File: config.mk
export PLATFORM = sky130hd
export DESIGN_NAME = fetch_predict_stage
export DESIGN_NICKNAME = d
export VERILOG_FILES = /design/src/rtl/fetch_predict_stage.sv
export SDC_FILE = /design/constraint.sdc
export NUM_CORES = 1
export LEC_CHECK = 0
export CAP_MARGIN = 10
export CORE_MARGIN = 2
export CORE_UTILIZATION = 53
export DETAILED_ROUTE_END_ITERATION = 6
export GPL_ROUTABILITY_DRIVEN = 0
export PLACE_DENSITY = 0.87
export REMOVE_ABC_BUFFERS = 1
export SLEW_MARGIN = 20
export SYNTH_ARGS = -nofsm -noshare
export SYNTH_HDL_FRONTEND = slang
export SYNTH_SLANG_ARGS = --single-unit
File: constraint.sdc
create_clock -name clock -period 15 [get_ports clock]
set_input_delay 3 -clock clock [delete_from_list [all_inputs] [get_ports clock]]
set_output_delay 3 -clock clock [all_outputs]
set_load 0.01 [all_outputs]
File: src/rtl/fetch_predict_stage.sv
// -----------------------------------------------------------------------------
// fetch_predict_stage
//
// Fetch stage with a direct-mapped branch target buffer (BTB) and the F/D
// pipeline register. The BTB is looked up combinationally on PCF to choose the
// next fetch address, trained from branches resolving in Execute, and a
// misprediction detected in Execute redirects fetch and clears F/D.
//
// Ports:
//   clock, reset        rising-edge clock, asynchronous active-high reset
//   StallF, StallD      hold PCF / hold the F/D register
//   FlushD              clear the F/D register
//   InstrF              instruction memory read data for PCF
//   PCF                 current fetch address
//   PCD, InstrD,
//   PCPlus4D            Decode-side copy of the fetched instruction
//   PredTakenD,
//   PredTargetD         prediction made for PCD, carried for later checking
//   UpdateE, TakenE,
//   PCE, PCTargetE,
//   PCPlus4E            branch/jump resolution from Execute
//   PredTakenE,
//   PredTargetE         prediction that was made for the resolving instruction
//   RedirectE           misprediction (combinational)
// -----------------------------------------------------------------------------
module fetch_predict_stage #(
   parameter int                    PC_WIDTH    = 12,
   parameter int                    INSTR_WIDTH = 32,
   parameter int                    BTB_ENTRIES = 16,
   parameter logic [PC_WIDTH-1:0]   RESET_PC    = '0
) (
   input  logic                     clock,
   input  logic                     reset,
   input  logic                     StallF,
   input  logic                     StallD,
   input  logic                     FlushD,
   input  logic [INSTR_WIDTH-1:0]   InstrF,
   output logic [PC_WIDTH-1:0]      PCF,
   output logic [PC_WIDTH-1:0]      PCD,
   output logic [INSTR_WIDTH-1:0]   InstrD,
   output logic [PC_WIDTH-1:0]      PCPlus4D,
   output logic                     PredTakenD,
   output logic [PC_WIDTH-1:0]      PredTargetD,
   input  logic                     UpdateE,
   input  logic                     TakenE,
   input  logic [PC_WIDTH-1:0]      PCE,
   input  logic [PC_WIDTH-1:0]      PCTargetE,
   input  logic [PC_WIDTH-1:0]      PCPlus4E,
   input  logic                     PredTakenE,
   input  logic [PC_WIDTH-1:0]      PredTargetE,
   output logic                     RedirectE
);

   localparam int                  IDX_W   = $clog2(BTB_ENTRIES);
   localparam int                  TAG_W   = PC_WIDTH - IDX_W - 2;
   localparam logic [PC_WIDTH-1:0] PC_STEP = PC_WIDTH'(4);
   localparam logic [1:0]          CTR_INIT  = 2'b01;
   localparam logic [1:0]          CTR_ALLOC = 2'b10;

   // Fetch PC and F/D register
   logic [PC_WIDTH-1:0]    pcf_q, pcf_d;
   logic [PC_WIDTH-1:0]    pcd_q, pcd_d;
   logic [INSTR_WIDTH-1:0] instrd_q, instrd_d;
   logic [PC_WIDTH-1:0]    pcplus4d_q, pcplus4d_d;
   logic                   predtakend_q, predtakend_d;
   logic [PC_WIDTH-1:0]    predtargetd_q, predtargetd_d;

   // BTB storage
   logic [BTB_ENTRIES-1:0]               btb_valid_q, btb_valid_d;
   logic [BTB_ENTRIES-1:0][TAG_W-1:0]    btb_tag_q, btb_tag_d;
   logic [BTB_ENTRIES-1:0][PC_WIDTH-1:0] btb_target_q, btb_target_d;
   logic [BTB_ENTRIES-1:0][1:0]          btb_ctr_q, btb_ctr_d;

   // Lookup / resolve helpers
   logic [IDX_W-1:0]       lookup_idx, update_idx;
   logic [TAG_W-1:0]       lookup_tag, update_tag;
   logic                   hit_f, hit_e;
   logic                   pred_taken_f;
   logic [PC_WIDTH-1:0]    pred_target_f;
   logic [PC_WIDTH-1:0]    pcplus4_f;
   logic                   redirect;
   logic                   clear_d;

   // PCE is word aligned; its byte-offset bits carry no BTB information.
   logic                   unused_pce_bits;
   assign unused_pce_bits = ^PCE[1:0];

   // ---------------------------------------------------------------------------
   // Fetch-side lookup and misprediction detection
   // ---------------------------------------------------------------------------
   always_comb begin
      lookup_idx    = pcf_q[IDX_W+1:2];
      lookup_tag    = pcf_q[PC_WIDTH-1:IDX_W+2];
      hit_f         = btb_valid_q[lookup_idx] && (btb_tag_q[lookup_idx] == lookup_tag);
      pred_taken_f  = hit_f && btb_ctr_q[lookup_idx][1];
      pred_target_f = btb_target_q[lookup_idx];
      pcplus4_f     = pcf_q + PC_STEP;

      // A taken branch predicted taken can still mispredict on a stale target.
      redirect = UpdateE &&
                 ((TakenE != PredTakenE) ||
                  (TakenE && PredTakenE && (PCTargetE != PredTargetE)));
   end

   assign RedirectE = redirect;

   // ---------------------------------------------------------------------------
   // Next PC and F/D register
   // ---------------------------------------------------------------------------
   // NOTE: every always_comb output gets a default assignment first so no path
   // leaves it unassigned, which would otherwise infer a latch.
   always_comb begin
      pcf_d = pcplus4_f;
      if (redirect) begin
         pcf_d = TakenE ? PCTargetE : PCPlus4E;
      end else if (StallF) begin
         pcf_d = pcf_q;
      end else if (pred_taken_f) begin
         pcf_d = pred_target_f;
      end

      pcd_d         = pcf_q;
      instrd_d      = InstrF;
      pcplus4d_d    = pcplus4_f;
      predtakend_d  = pred_taken_f;
      predtargetd_d = pred_target_f;

      // The instruction in F/D is on the wrong path after a mispredict, so the
      // clear must win over a Decode stall.
      clear_d = FlushD || redirect;
      if (clear_d) begin
         pcd_d         = '0;
         instrd_d      = '0;
         pcplus4d_d    = '0;
         predtakend_d  = 1'b0;
         predtargetd_d = '0;
      end else if (StallD) begin
         pcd_d         = pcd_q;
         instrd_d      = instrd_q;
         pcplus4d_d    = pcplus4d_q;
         predtakend_d  = predtakend_q;
         predtargetd_d = predtargetd_q;
      end
   end

   // ---------------------------------------------------------------------------
   // BTB training from Execute
   // ---------------------------------------------------------------------------
   always_comb begin
      btb_valid_d  = btb_valid_q;
      btb_tag_d    = btb_tag_q;
      btb_target_d = btb_target_q;
      btb_ctr_d    = btb_ctr_q;

      update_idx = PCE[IDX_W+1:2];
      update_tag = PCE[PC_WIDTH-1:IDX_W+2];
      hit_e      = btb_valid_q[update_idx] && (btb_tag_q[update_idx] == update_tag);

      if (UpdateE) begin
         if (hit_e && TakenE) begin
            if (btb_ctr_q[update_idx] != 2'b11) begin
               btb_ctr_d[update_idx] = btb_ctr_q[update_idx] + 2'b01;
            end
            btb_target_d[update_idx] = PCTargetE;
         end else if (hit_e) begin
            if (btb_ctr_q[update_idx] != 2'b00) begin
               btb_ctr_d[update_idx] = btb_ctr_q[update_idx] - 2'b01;
            end
         end else if (TakenE) begin
            // Direct mapped: a taken miss simply evicts whatever aliases here.
            btb_valid_d[update_idx]  = 1'b1;
            btb_tag_d[update_idx]    = update_tag;
            btb_target_d[update_idx] = PCTargetE;
            btb_ctr_d[update_idx]    = CTR_ALLOC;
         end
      end
   end

   // ---------------------------------------------------------------------------
   // State registers
   // ---------------------------------------------------------------------------
   // NOTE: sequential state is written with non-blocking assignments so every
   // flop samples the pre-edge values, independent of statement order.
   always_ff @(posedge clock or posedge reset) begin
      if (reset) begin
         pcf_q         <= RESET_PC;
         pcd_q         <= '0;
         instrd_q      <= '0;
         pcplus4d_q    <= '0;
         predtakend_q  <= 1'b0;
         predtargetd_q <= '0;
      end else begin
         pcf_q         <= pcf_d;
         pcd_q         <= pcd_d;
         instrd_q      <= instrd_d;
         pcplus4d_q    <= pcplus4d_d;
         predtakend_q  <= predtakend_d;
         predtargetd_q <= predtargetd_d;
      end
   end

   // NOTE: the BTB is built from flops rather than a RAM macro because reset
   // must invalidate every entry and preset its counter in one step; only the
   // valid bits and counters need it, but tags/targets share the process.
   always_ff @(posedge clock or posedge reset) begin
      if (reset) begin
         btb_valid_q  <= '0;
         btb_tag_q    <= '0;
         btb_target_q <= '0;
         btb_ctr_q    <= {BTB_ENTRIES{CTR_INIT}};
      end else begin
         btb_valid_q  <= btb_valid_d;
         btb_tag_q    <= btb_tag_d;
         btb_target_q <= btb_target_d;
         btb_ctr_q    <= btb_ctr_d;
      end
   end

   assign PCF         = pcf_q;
   assign PCD         = pcd_q;
   assign InstrD      = instrd_q;
   assign PCPlus4D    = pcplus4d_q;
   assign PredTakenD  = predtakend_q;
   assign PredTargetD = predtargetd_q;

endmodule

==> results.sh <==
export IMPL_hold_depth=2
export IMPL_min_from="btb_target_q[156]"
export IMPL_fin_skew_ps=40.15
export IMPL_dp_cells=1983
export IMPL_synth_ff_type="dfrtp_1"
export IMPL_r2r_setup_slack_ps=10810
export IMPL_ant_nets=0
export IMPL_cts_root_buf="clkbuf_16"
export IMPL_synth_async_reset_ratio_pct=100.0
export IMPL_max_stage_delay_ps=760
export IMPL_status="complete, no violations"
export IMPL_synth_cells=1403
export IMPL_crit_family="buffers and inverters"
export IMPL_synth_cell_types=58
export IMPL_drc=0
export IMPL_rr_startpoint="PCF[2]"
export IMPL_cp_slowest_cell="clkdlybuf4s50_1"
export IMPL_fp_coreArea_um2=37400
export IMPL_vias=13160
export IMPL_track_usage_pct=27.66
export IMPL_final_area_um2=23590
export IMPL_leakage_nw=10.19
export IMPL_tns_ps=0
export IMPL_endpoint_kind="output pin"
export IMPL_via_per_inst=6.382
export IMPL_cts_hold_buf=0
export IMPL_antenna_found_initial=2
export IMPL_crit_start="PCTargetE[2]"
export IMPL_dp_hpwl_um=32190
export IMPL_cts_buffers=44
export IMPL_hold_viol_final=0
export IMPL_cts_setup_buffers=0
export IMPL_yosysTopAreaCell="dfrtp_1"
export IMPL_grt_start_max_net_pins=136
export IMPL_setup_violations=0
export IMPL_nets=1610
export IMPL_firstDrtPassIters=5
export IMPL_clk_pin_slew_worst_paths_ps=60
export IMPL_synth_edf_count=0
export IMPL_fin_crit_ps=8982
export IMPL_final_layout_size_suffix_gt1_share_pct=38.58
export IMPL_post_dp_cell_area_um2=22050
export IMPL_rsz0062_at_grt="false"
export IMPL_insertion_delay_ps=580
export IMPL_hold_path_class="register to register"
export IMPL_fmax_mhz=111.3
export IMPL_fin_ws_ps=6018
export IMPL_start_util_pct=53.52
export IMPL_cp_start_kind="input pin"
export IMPL_synth_commonest_cells="399 x dfrtp_1, 302 x mux2_2, 126 x mux4_2, 105 x nand2_1, 90 x clkbuf_1"
export IMPL_rows=71
export IMPL_drv_slew=0
export IMPL_seq_area_frac_synth_pct=51.98
export IMPL_dr_first_iter_drc_count=1180
export IMPL_crit_path_frequent_cell="clkdlybuf4s50_1"
export IMPL_chipHeight_um=198.3
export IMPL_cts_max_path_buffers=3
export IMPL_ys_seq_elements=415
export IMPL_synth_top_area_share_pct=49.88
export IMPL_drt_total_wl_um=53700
export IMPL_slew_headroom_pct=21.64
export IMPL_tritoncts="done"
export IMPL_yosys_warnings=0
export IMPL_whs_ps=478.9
export IMPL_fin_crit_sh_pct=59.88
export IMPL_cp_max_fo=18
export IMPL_crit_chain="clkdlybuf4s50_1 -> xnor2_1 -> nand4_1 -> o31a_1 -> o21ai_2 -> inv_1 -> clkdlybuf4s50_1"
export IMPL_hold_path_end="btb_target_q[156]"
export IMPL_crit_reg2reg_capture="PCF[5]"
export IMPL_area_growth_pct=17.83
export IMPL_syn_avg_cell_area_um2=14.27
export IMPL_vdd_ir_drop_max_v=0.00008758
export IMPL_critical_path_required_ps=12000
export IMPL_timing_worst_slew_pin_value_ps=1171
export IMPL_io_pins=170
export IMPL_register_area_um2=10410
export IMPL_worst_endpoint_arrival_ps=5980
export IMPL_place_ws_ps=6119
export IMPL_grt_pass1_vias=13760
export IMPL_clkSinkCount=415
export IMPL_htree_levels=2
export IMPL_cap_violations=0
export IMPL_layout_cells_non_filler=2062
export IMPL_grt_pass1_wl_um=81840
export IMPL_syn_area_um2=20020
export IMPL_n_fill_cell=2571
export IMPL_crit_cells=7
export IMPL_yosysMostFrequentCell="dfrtp_1"
export IMPL_multi_input_area_um2=9094
export IMPL_dieArea_um2=39330
export IMPL_ctsResizeCount=0
export IMPL_synth_area_leaders="dfrtp_1 50%, mux2_2 17%, mux4_2 14%, a22o_1 2.7%, dfstp_2 2.1%"
export IMPL_grt_overflow=0
export IMPL_io_buffers=167
export IMPL_rr_worst_depth=9
export IMPL_crit_buf_inv=3
export IMPL_power_density_nw_per_um2=149.4
export IMPL_crit_type="input pin to output pin"
export IMPL_wire_per_inst_um=26.04
export IMPL_die_x_um=198.3
flip-flops by register name (all words and copies together) (netlist names):
name	flops
PCF	12
btb_target_q	192
PCD	12
btb_valid_q	16
btb_ctr_q	32
PredTargetD	12
PredTakenD	1
InstrD	32
PCPlus4D	10
btb_tag_q	96
kinds of logic (layout without fill, tap and decap cells):
group	count (synthesis)	in the layout	synth area share (%)
AO/OA/AOI/OAI	125	125	5.057
other	0	1	0
flip-flops	415	415	51.98
XOR/XNOR	30	30	1.313
AND/OR/NAND/NOR	237	237	5.914
adder cells (fa/ha/maj)	4	4	0.2501
buffers and inverters	134	281	2.788
multiplexers	458	458	32.69
metrics by stage:
stage          utilization [%]  power (mW)
6_report                 63.06       3.523
5_1_grt                  63.06       3.660
4_1_cts                  63.04       3.522
3_5_place_dp             58.96       2.384
3_3_place_gp             58.96       2.342
2_1_floorplan                -       2.089
cells in the final DEF, fill, tap and decap left out, drive strengths merged, types with 6 or more instances in the layout:
cell type and count:
o21ai 21, nor3 8, mux4 126, nand2 105, nand3 22, mux2i 26, or2 17, a22o 62
nor2 34, dfrtp 399, clkdlybuf4s50 165, nand4 10, clkinv 6, inv 7, xnor2 21, xor2 9
buf 31, clkbuf 67, dfstp 16, nor2b 13, o22ai 10, nand2b 6, mux2 306, a31oi 9
report_power, final:
group	leakage, nW	internal (mW)	switching, mW
combinational	4.17	0.513	0.406
sequential	5.27	1.32	0.150
clock	0.742	0.674	0.464
area by class of cell:
type | instances | area share [%]
inverters | 7 | 0.1432
repair buffers | 196 | 7.968
multi-input cells | 854 | 38.56
well taps | 511 | 2.711
diodes | 1 | 0.01061
flip-flops and latches | 415 | 44.15
clock inverters | 11 | 0.7427
clock buffers | 67 | 5.719
metal layers:
| layer | vias up | wire, µm | global-route usage [%] |
|---|---|---|---|
| met5 | - | 12 | 0 |
| met4 | 2 | 2315 | 11.89 |
| met3 | 170 | 4729 | 5.570 |
| met2 | 710 | 25790 | 44.15 |
| met1 | 6825 | 20860 | 37.14 |
| li1 | 5453 | - | - |
worst min-delay path, cell delays in order (launching register included):
cell and delay (ps):
dfrtp_1 340, nand2_1 50, nand2_1 60
worst max path at each step:
stage	endpoint	slack, ps
2_1_floorplan	InstrD[0]	480
3_3_place_gp	RedirectE	6130
3_5_place_dp	RedirectE	6120
4_1_cts	RedirectE	6110
5_1_grt	RedirectE	5870
6_report	RedirectE	6020
No activity file was read; power rests on OpenSTA's default activity.
